File: src/rtl/mul_arb.sv
// ============================================================================
//  Module      : mul_arb (with booth_wallace_multiplier)
//  Description : Arbitrates NREQ signed-multiply requesters onto one shared
//                radix-4 Booth / carry-save multiplier. The product lands in
//                a single output register one cycle after the grant.
//                Round-robin arbitration by default; define
//                MUL_ARB_FIXED_PRIO_EN for lowest-index-wins arbitration.
//  Revision    : 1.0 - initial release
// ============================================================================
`default_nettype none

module booth_wallace_multiplier #(
    parameter int WIDTH = 8
) (
    input  logic signed [WIDTH-1:0]   a_i,
    input  logic signed [WIDTH-1:0]   b_i,
    output logic signed [2*WIDTH-1:0] p_o
);
    localparam int PW  = 2 * WIDTH;
    localparam int WE  = WIDTH + (WIDTH % 2);   // multiplier padded to even width
    localparam int NPP = WE / 2;                // radix-4 digit count

    logic signed [PW-1:0] w_ax;
    logic signed [WE-1:0] w_bs;
    logic [WE:0]          w_bx;                 // multiplier with implicit b[-1]=0
    logic [PW-1:0]        w_pp [NPP];
    logic [PW-1:0]        w_s;
    logic [PW-1:0]        w_c;
    logic [PW-1:0]        w_t;

    assign w_ax = a_i;
    assign w_bs = b_i;
    assign w_bx = {w_bs, 1'b0};

    // One Booth-recoded partial product per overlapping 3-bit group
    for (genvar j = 0; j < NPP; j++) begin : g_pp
        logic [2:0]    w_grp;
        logic          w_one;
        logic          w_two;
        logic [PW-1:0] w_mag;
        logic [PW-1:0] w_sgn;
        assign w_grp   = w_bx[2*j +: 3];
        assign w_one   = w_grp[0] ^ w_grp[1];
        assign w_two   = (w_grp == 3'b011) || (w_grp == 3'b100);
        assign w_mag   = w_one ? w_ax : (w_two ? {w_ax[PW-2:0], 1'b0} : '0);
        assign w_sgn   = w_grp[2] ? ((~w_mag) + {{(PW-1){1'b0}}, 1'b1}) : w_mag;
        assign w_pp[j] = w_sgn << (2 * j);
    end

    // Carry-save reduction of the partial products, then one final adder
    always_comb begin
        w_s = '0;
        w_c = '0;
        w_t = '0;
        for (int j = 0; j < NPP; j++) begin
            w_t = w_s ^ w_c ^ w_pp[j];
            w_c = ((w_s & w_c) | (w_s & w_pp[j]) | (w_c & w_pp[j])) << 1;
            w_s = w_t;
        end
        p_o = w_s + w_c;
    end
endmodule

module mul_arb #(
    parameter  int WIDTH = 8,
    parameter  int NREQ  = 4,
    localparam int IDW   = (NREQ > 1) ? $clog2(NREQ) : 1
) (
    input  logic                    clk,
    input  logic                    rst,
    input  logic [NREQ-1:0]         req_valid,
    output logic [NREQ-1:0]         req_ready,
    input  logic [NREQ*WIDTH-1:0]   req_a,
    input  logic [NREQ*WIDTH-1:0]   req_b,
    output logic                    rsp_valid,
    input  logic                    rsp_ready,
    output logic [2*WIDTH-1:0]      rsp_product,
    output logic [IDW-1:0]          rsp_id
);
    typedef enum logic [0:0] {
        EMPTY = 1'b0,
        FULL  = 1'b1
    } state_t;

    state_t               state_q, state_d;
    logic [2*WIDTH-1:0]   rsp_product_q;
    logic [IDW-1:0]       rsp_id_q;
    logic                 w_grant_vld;
    logic [IDW-1:0]       w_grant_idx;
    logic                 w_can_accept;
    logic                 w_xfer;
    logic [WIDTH-1:0]     w_a_sel;
    logic [WIDTH-1:0]     w_b_sel;
    logic [2*WIDTH-1:0]   w_prod;

`ifdef MUL_ARB_FIXED_PRIO_EN
    // Fixed priority: lowest valid index wins
    always_comb begin
        w_grant_vld = 1'b0;
        w_grant_idx = '0;
        for (int i = NREQ - 1; i >= 0; i--) begin
            if (req_valid[i]) begin
                w_grant_vld = 1'b1;
                w_grant_idx = IDW'(i);
            end
        end
    end
`else
    logic [IDW-1:0] ptr_q, ptr_d;

    // Round-robin: first valid requester at or above ptr, wrapping at NREQ
    always_comb begin
        w_grant_vld = 1'b0;
        w_grant_idx = '0;
        for (int k = 0; k < NREQ; k++) begin
            int             t;
            logic [IDW-1:0] idx;
            t = int'(ptr_q) + k;
            if (t >= NREQ) t = t - NREQ;
            idx = IDW'(t);
            if (!w_grant_vld && req_valid[idx]) begin
                w_grant_vld = 1'b1;
                w_grant_idx = idx;
            end
        end
    end

    // Pointer advances past the winner only on an actual transfer
    always_comb begin
        ptr_d = ptr_q;
        if (w_xfer) begin
            ptr_d = (w_grant_idx == IDW'(NREQ - 1)) ? '0 : w_grant_idx + 1'b1;
        end
    end

    // Round-robin pointer register
    always_ff @(posedge clk or posedge rst) begin
        if (rst) ptr_q <= '0;
        else     ptr_q <= ptr_d;
    end
`endif

    // Grant is only issued when the output register can take a new result
    assign w_can_accept = !rst && ((state_q == EMPTY) || rsp_ready);
    assign w_xfer       = w_can_accept && w_grant_vld;
    assign req_ready    = w_xfer ? ({{(NREQ-1){1'b0}}, 1'b1} << w_grant_idx) : '0;

    assign w_a_sel = req_a[w_grant_idx*WIDTH +: WIDTH];
    assign w_b_sel = req_b[w_grant_idx*WIDTH +: WIDTH];

    booth_wallace_multiplier #(
        .WIDTH (WIDTH)
    ) u_mul (
        .a_i (w_a_sel),
        .b_i (w_b_sel),
        .p_o (w_prod)
    );

    // Output-register occupancy: a transfer always fills, a drain empties
    always_comb begin
        state_d = state_q;
        case (state_q)
            EMPTY:   if (w_xfer) state_d = FULL;
            FULL:    if (!w_xfer && rsp_ready) state_d = EMPTY;
            default: state_d = EMPTY;
        endcase
    end

    // State and result registers; result is kept (not cleared) on drain
    always_ff @(posedge clk or posedge rst) begin
        if (rst) begin
            state_q       <= EMPTY;
            rsp_product_q <= '0;
            rsp_id_q      <= '0;
        end else begin
            state_q <= state_d;
            if (w_xfer) begin
                rsp_product_q <= w_prod;
                rsp_id_q      <= w_grant_idx;
            end
        end
    end

    assign rsp_valid   = (state_q == FULL);
    assign rsp_product = rsp_product_q;
    assign rsp_id      = rsp_id_q;
endmodule

`default_nettype wire

File: config.mk
export PLATFORM = sky130hd
export DESIGN_NAME = mul_arb
export DESIGN_NICKNAME = d
export VERILOG_FILES = /design/src/rtl/mul_arb.sv
export SDC_FILE = /design/constraint.sdc
export NUM_CORES = 1
export LEC_CHECK = 0
export BUFFER_PORTS_ARGS = -buffer_cell sky130_fd_sc_hd__buf_4
export CAP_MARGIN = 20
export CORE_MARGIN = 2
export CORE_UTILIZATION = 58
export CTS_CLUSTER_DIAMETER = 150
export DETAILED_ROUTE_END_ITERATION = 10
export HOLD_SLACK_MARGIN = 0.03
export PLACE_DENSITY = 0.83
export SETUP_SLACK_MARGIN = 0.02
export SLEW_MARGIN = 10
export SYNTH_ARGS = -nofsm -noshare
export SYNTH_HDL_FRONTEND = slang
export SYNTH_HIERARCHICAL = 1
export SYNTH_SLANG_ARGS = --single-unit
File: constraint.sdc
create_clock -name clk -period 8.09 [get_ports clk]
set_input_delay 0.809 -clock clk [delete_from_list [all_inputs] [get_ports clk]]
set_output_delay 0.809 -clock clk [all_outputs]
set_load 0.005 [all_outputs]
Word-level counts from Yosys, hierarchy flattened
Cells that the tools add are included.
W data, S select, Z words.
- flip-flop bits (word level): 21
- bits of input ports: 71
- output and inout bits: 23
- $add $sub $neg: 13
- order comparisons: 8
- eq/ne operators: 8
- shift-type cells: 3
- mux-type cells: 37
- bitwise operators: 24
- reduce and logical (&&, ||, !) cells: 15
- operator list (kind ; number):
    $and A15 B15 Y15 ; 7
    $xor A16 B16 Y16 ; 5
    $shiftx A32 B6 Y8 ; 2
    $or A15 B15 Y15 ; 4
    $mux W16 ; 3
    $mux W14 ; 3
    $mux W12 ; 3
    $mux W10 ; 3
    $mux W2 ; 9
    $add A16 B1 Y16 const B ; 1
    $add A16 B16 Y16 ; 1
    $not A16 Y16 ; 1
    $add A14 B1 Y14 const B ; 1
    $not A14 Y14 ; 1
    $add A12 B1 Y12 const B ; 1
    $lt A2 B3 Y1 const B ; 4
    $not A12 Y12 ; 1
    $add A10 B1 Y10 const B ; 1
    $mux W1 ; 10
    $not A10 Y10 ; 1
    $eq A3 B2 Y1 const B ; 3
    $eq A3 B3 Y1 const B ; 3
    $ge A3 B3 Y1 const B ; 3
    $bmux W1 S2 ; 4
    other kinds (14) ; 33

Depth between registers and ports, before layout
Gate-level depths: netlist of run 1.
- depth after elaboration: 30
- mapped depth: 31
- gate-level depth less buffers: 27

Hierarchy
The synthesis of run 1 kept the hierarchy.
- by module, submodules not included (module ; times used ; cells each ; area each (um^2)):
    booth_wallace_multiplier ; 1 ; 432 ; 3029.2
    mul_arb ; 1 ; 224 ; 1926.8

Worst setup path after synthesis of run 1
OpenSTA, ideal clock, no wires.
- path kind: input -> register
- from: in req_valid[2]
- to: reg rsp_product_q[15], in the netlist rsp_product[15]
- setup time: 0.125 ns
- arrival: 7.446 ns
- data required time: 7.965 ns
- slack: 0.519 ns
- stages on the path: 31
- cells stage by stage: nor2b_1 -> buf_6 -> or4b_1 -> buf_2 -> buf_6 -> a21bo_1 -> a32oi_1 -> buf_2 -> inv_2 -> ha_1 -> clkbuf_1 -> clkbuf_1 -> and2_1 -> inv_1 -> ha_1 -> o311ai_0 -> nand2_1 -> xor2_1 -> ha_1 -> inv_1 -> fa_1 -> fa_1 -> inv_1 -> fa_1 -> a21o_1 -> a21oi_1 -> o21bai_1 -> a2111oi_0 -> o31ai_1 -> xor2_1 -> mux2_2
- longest elaborated chain between the ends: 28
- elaborated cells between the ends (all ways): 75
- those cells by class: add/sub (5); eq/ne (7); shift (2); mux (28); bitwise (23); reduce/logical (10)
- RTL lines (what ; RTL line ; RTL):
    start: declaration ; 71 ; input logic [NREQ-1:0] req_valid,
    $bmux W1 S2 ; 121 ; if (!w_grant_vld && req_valid[idx]) begin
    $mux W1 (implied by the code) ; 121 ;
    $mux W1 ; 121 ;
    $logic_not A1 Y1 ; 121 ;
    $logic_and A1 B1 Y1 ; 121 ;
    $mux W1 ; 121 ;
    $logic_not A1 Y1 ; 121 ;
    $logic_and A1 B1 Y1 ; 121 ;
    [... 5 more ...] ; - ;
    named net w_b_sel[1] ; 93 ; logic [WIDTH-1:0] w_b_sel;
    [... 6 more ...] ; - ;
    $mux W14 ; 46 ; assign w_sgn = w_grp[2] ? ((~w_mag) + {{(PW-1){1'b0}}, 1'b1}) : w_mag;
    $xor A16 B16 Y16 or $and A15 B15 Y15 (tied branches) ; 56, 57 ;
    $and A15 B15 Y15 ; 57 ; w_c = ((w_s & w_c) | (w_s & w_pp[j]) | (w_c & w_pp[j])) << 1;
    $or A15 B15 Y15 (2 in series) ; 57 ;
    $and A15 B15 Y15 ; 57 ;
    $or A15 B15 Y15 (2 in series) ; 57 ;
    $add A16 B16 Y16 (*) ; 60 ; p_o = w_s + w_c;
    named net w_prod[15] ; 94 ; logic [2*WIDTH-1:0] w_prod;
    end signal: assignment ; 178 ; rsp_product_q <= w_prod;
    end: declaration ; 86 ; logic [2*WIDTH-1:0] rsp_product_q;
The timed path passes the listed nets; every way through them passes the cells marked *. The select of a mux whose other input is x is not followed.
A chain may end at the register's enable or synchronous reset.

Final worst setup path of run 1
- from: in req_valid[1]
- to: reg rsp_product_q[15], in the netlist rsp_product[15]
- elaborated cells between the ends (all ways): 75
- those cells by class: add/sub (5); eq/ne (7); shift (2); mux (28); bitwise (23); reduce/logical (10)
- RTL lines (what ; RTL line):
    $bmux W1 S2 ; 121
    $mux W1 (implied by the code) ; 121
    $mux W1 ; 121
    $logic_not A1 Y1 ; 121
    $logic_and A1 B1 Y1 ; 121
    $mux W1 ; 121
    $logic_not A1 Y1 ; 121
    $logic_and A1 B1 Y1 ; 121
    [... 5 more ...] ; -
    named net w_b_sel[0] ; 93
    [... 5 more ...] ; -
    $mux W16 (*) ; 46
    $xor A16 B16 Y16 or $and A15 B15 Y15 (tied branches) ; 56, 57
    $and A15 B15 Y15 ; 57
    $or A15 B15 Y15 (2 in series) ; 57
    $and A15 B15 Y15 ; 57
    $or A15 B15 Y15 (2 in series) ; 57
    $add A16 B16 Y16 (*) ; 60
    named net w_prod[15] ; 94
Marks and branches as above.

==> results of run 1 <==
[cells in the mapped netlist (2+ instances only)]
cell,number,area [um^2]
nand2_1,71,267
inv_1,54,203
clkbuf_1,43,161
nor2_1,41,154
ha_1,37,463
nand3_1,34,170
a21oi_1,25,125
dfrtp_1,21,526
fa_1,21,420
mux2_2,21,236
o21ai_0,20,100
o21ai_1,20,100
xnor2_1,20,175
nor4_1,19,119
nor3b_1,18,135
a221oi_1,17,149
a32oi_1,17,149
a21bo_1,15,150
xor2_1,12,105
nor2b_1,11,68.8
a22o_1,10,87.6
o211ai_1,8,60.1
a22oi_1,7,52.6
buf_2,7,35.0
a31oi_1,5,31.3
and2_1,5,31.3
buf_1,5,18.8
buf_6,5,56.3
nor3_1,4,20.0
o21bai_1,4,30.0
o31ai_1,4,30.0
a211oi_1,3,22.5
mux2i_1,3,30.0
nand2b_1,3,18.8
or3_1,3,18.8
or4_1,3,22.5
a21o_1,2,15.0
a32o_1,2,20.0
and3b_1,2,17.5
inv_2,2,7.51
nor3_2,2,20.0
nor4_4,2,42.5
o21a_1,2,15.0
o311a_1,2,20.0
xnor3_1,2,45.0
[worst max-delay path, delay by kind of cell]
kind | cells | cell delay (ps)
muxes | 1 | 270
AOI/OAI and AO/OA | 12 | 3140
xor gates and xnor gates | 2 | 250
buffers and inverters | 4 | 500
adders and majority gates | 5 | 2040
and+or+nand+nor | 3 | 760
[logic make-up (layout without fill, tap and decap cells)]
| logic type | after synthesis | count (layout) | synth area share [%] |
|---|---|---|---|
| and+or+nand+nor | 225 | 225 | 23.5 |
| AOI/OAI and AO/OA | 178 | 178 | 26.4 |
| buffers and inverters | 116 | 182 | 9.72 |
| adders and majority gates | 58 | 58 | 17.8 |
| xor gates and xnor gates | 34 | 34 | 6.56 |
| muxes | 24 | 24 | 5.38 |
| DFF | 21 | 21 | 10.6 |
[path summary, 6_finish.rpt]
kind / startpoint / to / slack, ps / cells after the start
worst min-delay path: rsp_product[12] / rsp_product[12] / 520 / 1
min in group asynchronous: rst / rsp_valid / 730 / 2
worst min register to register: rsp_product[12] / rsp_product[12] / 520 / 1
worst max-delay path: req_valid[1] / rsp_product[15] / 500 / 27
worst max register to register: ptr_q[1] / rsp_product[15] / 640 / 27
max in group asynchronous: rst / rsp_product[15] / 6840 / 2
[placed cells by master (no fill, tap or decap), types with 17 or more instances in the layout]
cell	count
a221oi_1	17
o21ai_1	20
ha_1	37
nor3b_1	18
dfrtp_1	21
xnor2_1	20
nor4_1	19
fa_1	21
nor2_1	40
inv_1	54
a21oi_1	25
mux2_2	21
o21ai_0	20
nand3_1	34
buf_4	122
nand2_1	71
a32oi_1	17
[stage by stage]
step / instances / hold WS, ps / utilization, % / area (um^2) / setup slack, ps
global placement: 823 / 490 / 69.4 / 5730 / 560
finish: 827 / 517 / 70.0 / 5780 / 499
floorplan: 656 / 505 / - / 4960 / 519
CTS: 827 / 523 / 70.0 / 5780 / 591
global route: 827 / 537 / 70.0 / 5780 / 40.3
detailed placement: 823 / 497 / 69.4 / 5730 / 315
[layout make-up]
type / instances / area share, %
tap: 105 / 2.27
clock inverter: 1 / 0.0866
inverter: 56 / 3.64
timing repair buffer: 122 / 15.8
multi-input combinational: 519 / 68.4
clock buffer: 3 / 0.714
sequential: 21 / 9.09
[per-layer routing]
layer	wire length (um)	global-route usage, %	share of wire [%]	up-vias
li1	-	-	-	2500
met1	5840	39.8	40	2468
met2	7170	56.5	50	276
met3	966	3.26	6.7	45
met4	474	9.15	3.3	0
met5	0	0	0	-
[registers in the layout, summed over array words and instances (netlist names)]
signal,flops
ptr_q,2
rsp_id,2
rsp_valid,1
rsp_product,16
==> run metrics, run 1 <==
status=finished clean; CTS Sinks=21; CP Launch Type=input port; crit-path max FO=21; die extent in y=96.4 um; via count=5289; Buffers on Ports=93; DIE AREA=9300 um^2; CTS Hold Bufs=0; placed wire-length estimate=11500 um; Gate Count Post-Synth=656; row count=33; number of remaining DRC errors=0; post-synthesis cell area=4960 um^2; RSZ-0062 raised after global routing=false; Top Ports=94; post-DR vias/cell=6.40; first-pass GRT wire length=23400 um; CP dominant cell by count=fa_1; root buffer cell=clkbuf_8; vias in the first global route=4967; Seq/Total Area, Yosys=10.6%; Starting Density=60.0%; syn avg cell area=7.55 um^2; final hold vios=0; CTS buffer count=3; Worst-Skew Late Latency=260 ps; slew of the pin with the lowest slew margin=835 ps; setup_tns=0 ps; Nets=852; Slew headroom=44.3%; GPL Wtd Cong=0.921; area grow syn2layout=16.6%; average routed wire per standard cell=17.5 um; Iteration-0 DRC Markers=451; area occupied by multi-input gates=3950 um^2; initial antenna violation count=0; Critical Path AT=7740 ps; CP required=8240 ps; H-tree depth=1; largest net degree at the start of global routing=52; Net Count, Synth=785; Critical-path top delay cell=fa_1; Max stage delay on crit path=540 ps; router iterations before antenna repair=5; fmax=132 MHz; Slew Viols, Final=0; post-CTS sizing=0; fin crit period=7590 ps; post-CTS setup buffers=0; Global Route Usage Sum=31.4%; clock skew=1.26 ps; number of enable flip-flop cells after synthesis=0; Ys Warns=6; Storage cell area=526 um^2; TritonCTS clock tree=yes; Worst setup EP type=register; gr ovfl total=0; die width=96.4 um; Max Root-Sink Buffers=2; post-synthesis register bit count=21; Final period util=93.8%; diodes inserted=0; layout cells sized above 1=22.3%; total wire length=14400 um; Clock transition at path regs=80 ps; max cap viols=0; worst hold path type=register to register; Post-synth ARST share=100%; ANT nets after route=0; Netlist cell types=67; CP Class=input port to register; Synth Flop Type=dfrtp_1; Fillers=694; Core Region=8260 um^2; setup violators final=0
Power of run 1 is left out: the tool's default activity adds up to more than one toggle a clock period on the data nets, which glitch-free logic cannot reach.
==> run 2: changes to the inputs <==
Settings changed: CORE_UTILIZATION 58 to 44, PLACE_DENSITY 0.83 to 0.66, REMOVE_ABC_BUFFERS set to 1.
==> run 2 against run 1 <==
  * Clock skew rose by 6.9 ps
  * Via count fell by 3.3%
  * Cell count rose by 4.5%
  * Sequential share of layout area fell by 0.19 points
  * Critical endpoint unchanged
  * Largest cell class unchanged
  * Highest routed layer unchanged
==> run metrics, run 2 (synthesis results as in run 1) <==
status=finished clean; top cell family by delay on the critical path=compound AO/OA/AOI/OAI gates; most common cell after layout, fill and taps aside=buf_4; Starting Density=45.3% (-15 points); RSZ-0062 raised after global routing=false; Slew Viols, Final=0 (unchanged); final hold vios=0 (unchanged); CP Class=input port to register; via count=5113 (-3.3%); dpl cells=860 (+4.5%); Layout Cells excl Fill=864 (+4.5%); Critical-path top delay cell=or4b_1; Core Region=10900 um^2 (+32%); fin crit period=7480 ps (-112 ps); Slew headroom=35.0% (-9.2 points); Iteration-0 DRC Markers=408 (-9.5%); Critical Path AT=7620 ps (-120 ps); router iterations before antenna repair=5 (unchanged); placed wire-length estimate=11400 um (-0.72%); Max stage delay on crit path=640 ps (+100 ps); average routed wire per standard cell=16.9 um (-3.4%); post-layout worst setup margin=610 ps (+112 ps); Buffers on Ports=93 (unchanged); register-to-register setup slack=680 ps (+40 ps); first-pass GRT wire length=23800 um (+1.7%); vias in the first global route=4904 (-1.3%); Top Ports=94 (unchanged); final core occ=54.0% (-16 points); worst hold path type=register to register; Worst setup EP type=register; Storage cell area=526 um^2 (unchanged); CTS buffer count=3 (unchanged); Worst-Skew Late Latency=260 ps (about the same); setup violators final=0 (unchanged); Nets=854 (+0.23%); H-tree depth=1 (unchanged); Worst Path Buf+Inv=5 (+1); fmax=134 MHz (+1.5%); largest net degree at the start of global routing=27 (-48%); gr ovfl total=0 (unchanged); area grow syn2layout=19.1%; total wire length=14600 um (+0.95%); CP dominant cell by count=fa_1; row count=38 (+15%); post-DR vias/cell=5.92 (-7.5%); CP required=8230 ps (about the same); CP Launch Type=input port; most frequent cells in the layout=123 x buf_4, 71 x nand2_1, 54 x inv_1; die width=110 um (+14%); max reg flops=16 (unchanged); diodes inserted=0 (unchanged); layout cells sized above 1=22.4% (+0.077 points); die extent in y=110 um (+14%); CTS Sinks=21 (unchanged); clock skew=8.19 ps (+6.93 ps); initial antenna violation count=0 (unchanged); Fillers=1056 (+52%); number of remaining DRC errors=0 (unchanged); worst slack, placed=83.7 ps (-231 ps); Clock transition at path regs=60 ps (-20 ps); area occupied by multi-input gates=3960 um^2 (+0.32%); max cap viols=0 (unchanged); ANT nets after route=0 (unchanged); GPL Wtd Cong=0.901 (-2.1%); Max Root-Sink Buffers=2 (unchanged); root buffer cell=clkbuf_16; Global Route Usage Sum=24.4% (-7.0 points); DIE AREA=12100 um^2 (+30%); Final period util=92.5% (-1.4 points); slew of the pin with the lowest slew margin=965 ps (+131 ps); crit-path max FO=21 (unchanged); TritonCTS clock tree=yes
run 2: worst register-to-register path: cells and delay by family (launching register included):
family / cells / cell delay, ps
compound gates: 12 / 2900
xor+xnor: 2 / 310
fa+ha+maj: 5 / 1990
buf+inv: 4 / 440
flops: 1 / 750
mux: 1 / 290
simple gates: 3 / 630
run 2: final timing paths:
check                                     from              end  cells after the start
worst min-delay path            rsp_product[6]   rsp_product[6]                      1
worst max-delay path              req_valid[2]  rsp_product[15]                     28
worst min register to register  rsp_product[6]   rsp_product[6]                      1
worst max register to register        ptr_q[1]  rsp_product[15]                     27
min in group asynchronous                  rst        rsp_valid                      2
max in group asynchronous                  rst  rsp_product[15]                      2
run 2: final cells by class:
cell class	instances	share of cell area, %
clock buffer	4	1.34
inverter	56	3.56
multi-input combinational	519	67.1
sequential	21	8.90
tap	140	2.97
timing repair buffer	124	16.1
run 2: per-layer routing:
metal	wire length [um]	track usage [%]	share of wire, %	up-vias
li1	-	-	-	2494
met1	6370	32.0	44	2406
met2	7040	42.6	48	193
met3	919	3.17	6.3	20
met4	253	5.80	1.7	0
met5	0	0	0	-
run 2: what timing repair did:
action / in CTS / in global routing
hold buffers: 0 / 0
gates resized for setup: 0 / 2
buffers inserted: 0 / 0
endpoints found under the setup margin: 0 / 2
run 2: metrics by stage:
stage          TNS (ps)  hold WS, ps  cell area (um^2)
2_1_floorplan     -3560          505              4680
3_3_place_gp          0          492              5790
3_5_place_dp          0          496              5820
4_1_cts               0          511              5900
5_1_grt               0          530              5900
6_report              0          506              5900
Power of run 2 is left out for the same reason.
==> run 3: changes to the inputs <==
--- a/config.mk
+++ b/config.mk
@@ -8,10 +8,13 @@
 export BUFFER_PORTS_ARGS = -buffer_cell sky130_fd_sc_hd__buf_4
 export CAP_MARGIN = 20
+export CELL_PAD_IN_SITES_DETAIL_PLACEMENT = 1
+export CELL_PAD_IN_SITES_GLOBAL_PLACEMENT = 1
 export CORE_MARGIN = 2
-export CORE_UTILIZATION = 44
+export CORE_UTILIZATION = 42
+export CTS_BUF_LIST = sky130_fd_sc_hd__clkbuf_16
 export CTS_CLUSTER_DIAMETER = 150
 export DETAILED_ROUTE_END_ITERATION = 10
 export HOLD_SLACK_MARGIN = 0.03
-export PLACE_DENSITY = 0.66
+export PLACE_DENSITY_LB_ADDON = 0.1
 export REMOVE_ABC_BUFFERS = 1
 export SETUP_SLACK_MARGIN = 0.02
==> constraint.sdc (replaced) <==
create_clock -name clk -period 8.09 [get_ports clk]
set_input_delay 0.809 -clock clk [delete_from_list [all_inputs] [get_ports clk]]
set_output_delay 0.809 -clock clk [all_outputs]
set_load 0.02 [all_outputs]
==> run 3 against run 2 <==
  * Utilization fell by 2.4 points
  * Wire length rose by 13%
  * First-iteration DRC count fell by 59%
  * Global-route usage rose by 1.8 points
  * Die area rose by 4.6%
  * Maximum frequency fell by 0.43%
  * Cell count rose by 0.58%
  * Sequential share of layout area barely moved
  * Count of clock-buffer cells in the layout fell by 1
  * Via count rose by 2.4%
  * Clock skew fell by 6.8 ps
  * Flip-flop and latch count did not move
==> run metrics, run 3 (synthesis results as in run 1) <==
number of remaining DRC errors=0 (unchanged); die width=113 um (+2.3%); fmax=133 MHz (-0.43%); first-pass GRT wire length=27500 um (+15%); post-DR vias/cell=6.03 (+1.9%); max reg flops=16 (unchanged); setup_tns=0 ps (unchanged); Global Route Usage Sum=26.2% (+1.8 points); Design Area, Final=5920 um^2 (+0.21%); Starting Density=43.2% (-2.1 points); CTS Hold Bufs=0 (unchanged); total wire length=16400 um (+13%); Clock transition at path regs=60 ps (about the same); Nets=856 (+0.23%); Reg2Reg Depth=27 (unchanged); ANT nets after route=0 (unchanged); CP Class=input port to register; post-CTS setup buffers=0 (unchanged); H-tree depth=1 (unchanged); average routed wire per standard cell=18.9 um (+12%); TritonCTS clock tree=yes; hold path cells=1 (unchanged); root buffer cell=clkbuf_16; gr ovfl total=0 (unchanged); Hold Slack=510 ps (+4.69 ps); CP Launch Type=input port; Max Root-Sink Buffers=2 (unchanged); status=finished clean; Slew Viols, Final=0 (unchanged); worst flop-to-flop path endpoint=rsp_product[15]; largest net degree at the start of global routing=34 (+26%); most frequent cells in the layout=125 x buf_4, 71 x nand2_1, 55 x inv_1; fin crit period=7510 ps (+32.5 ps); CP required=8230 ps (about the same); Final period util=92.9% (+0.40 points); diodes inserted=0 (unchanged); max cap viols=0 (unchanged); final hold vios=0 (unchanged); RSZ-0062 raised after global routing=false; slew of the pin with the lowest slew margin=849 ps (-116 ps); router iterations before antenna repair=4 (-1); initial antenna violation count=0 (unchanged); post-CTS sizing=0 (unchanged); Core Region=11500 um^2 (+4.9%); DP Area=5820 um^2 (about the same); register-to-register setup slack=890 ps (+210 ps); post-layout worst setup margin=578 ps (-32.5 ps); CTS Sinks=21 (unchanged); worst hold path type=register to register; Critical Path AT=7660 ps (+40 ps); via count=5238 (+2.4%); clock skew=1.38 ps (-6.81 ps); setup violators final=0 (unchanged); Iteration-0 DRC Markers=168 (-59%); GPL Wtd Cong=0.910 (+1.0%); most common cell after layout, fill and taps aside=buf_4; Slew headroom=43.3% (+8.3 points); vias in the first global route=5595 (+14%); layout cells sized above 1=22.9% (+0.49 points); worst slack, placed=202 ps (+119 ps); Worst Hold Launch=rsp_product[3]; placed wire-length estimate=13400 um (+17%); Worst-Skew Late Latency=260 ps (about the same); Hold EP=rsp_product[3]; Top Ports=94 (unchanged); row count=39 (+2.6%); Buffers on Ports=93 (unchanged); crit-path max FO=17 (-19%); DIE AREA=12700 um^2 (+4.6%); worst r2r src=ptr_q[0]; CTS buffer count=3 (unchanged); Worst setup EP type=register; die extent in y=113 um (+2.3%); area grow syn2layout=19.4%
## run 3: area by class of cell
| class | instances | area [um^2] |
|---|---|---|
| well taps | 143 | 179 |
| clock buffers | 3 | 75.1 |
| multi-input cells | 519 | 3970 |
| inverters | 56 | 210 |
| flip-flops and latches | 21 | 526 |
| fillers | 1447 | 5550 |
| clock inverters | 1 | 3.75 |
| repair buffers | 126 | 953 |
## run 3: per-stage QoR
step | util [%] | std cells
5_1_grt | 51.6 | 869
6_report | 51.6 | 869
3_5_place_dp | 50.7 | 864
4_1_cts | 51.4 | 868
2_1_floorplan | - | 596
3_3_place_gp | 50.7 | 864
## run 3: critical path, cell delays in order
cell	delay (ps)
buf_4	120
nor2b_1	140
or4b_1	780
a21bo_1	270
a32oi_1	280
inv_2	150
nor2_1	290
a21boi_0	140
ha_1	260
o211ai_1	190
a221o_1	240
o21ai_1	90
xnor2_1	130
a22o_1	240
ha_1	270
inv_1	60
fa_1	500
fa_1	520
inv_1	60
fa_1	440
a21o_1	200
a21oi_1	220
o21bai_1	120
a2111oi_1	540
o31ai_1	170
xor2_1	160
mux2_2	270
## run 3: metal layers
metal | track usage (%) | part of all wire [%] | vias up
li1 | - | - | 2496
met5 | 0 | 0 | -
met4 | 7.64 | 2.7 | 0
met2 | 48.3 | 50 | 168
met3 | 3.51 | 4.9 | 34
met1 | 31.6 | 42 | 2540
## run 3: worst max-delay path by stage
stage | start | end | slack, ps | cells after the start
5_1_grt | req_valid[2] | rsp_product[15] | 60 | 27
4_1_cts | req_valid[2] | rsp_product[15] | 470 | 29
3_3_place_gp | req_valid[2] | rsp_product[15] | 310 | 29
2_1_floorplan | req_valid[3] | rsp_product[15] | -960 | 25
3_5_place_dp | req_valid[2] | rsp_product[15] | 200 | 29
6_report | req_valid[2] | rsp_product[15] | 580 | 27
Power of run 3 is left out for the same reason.
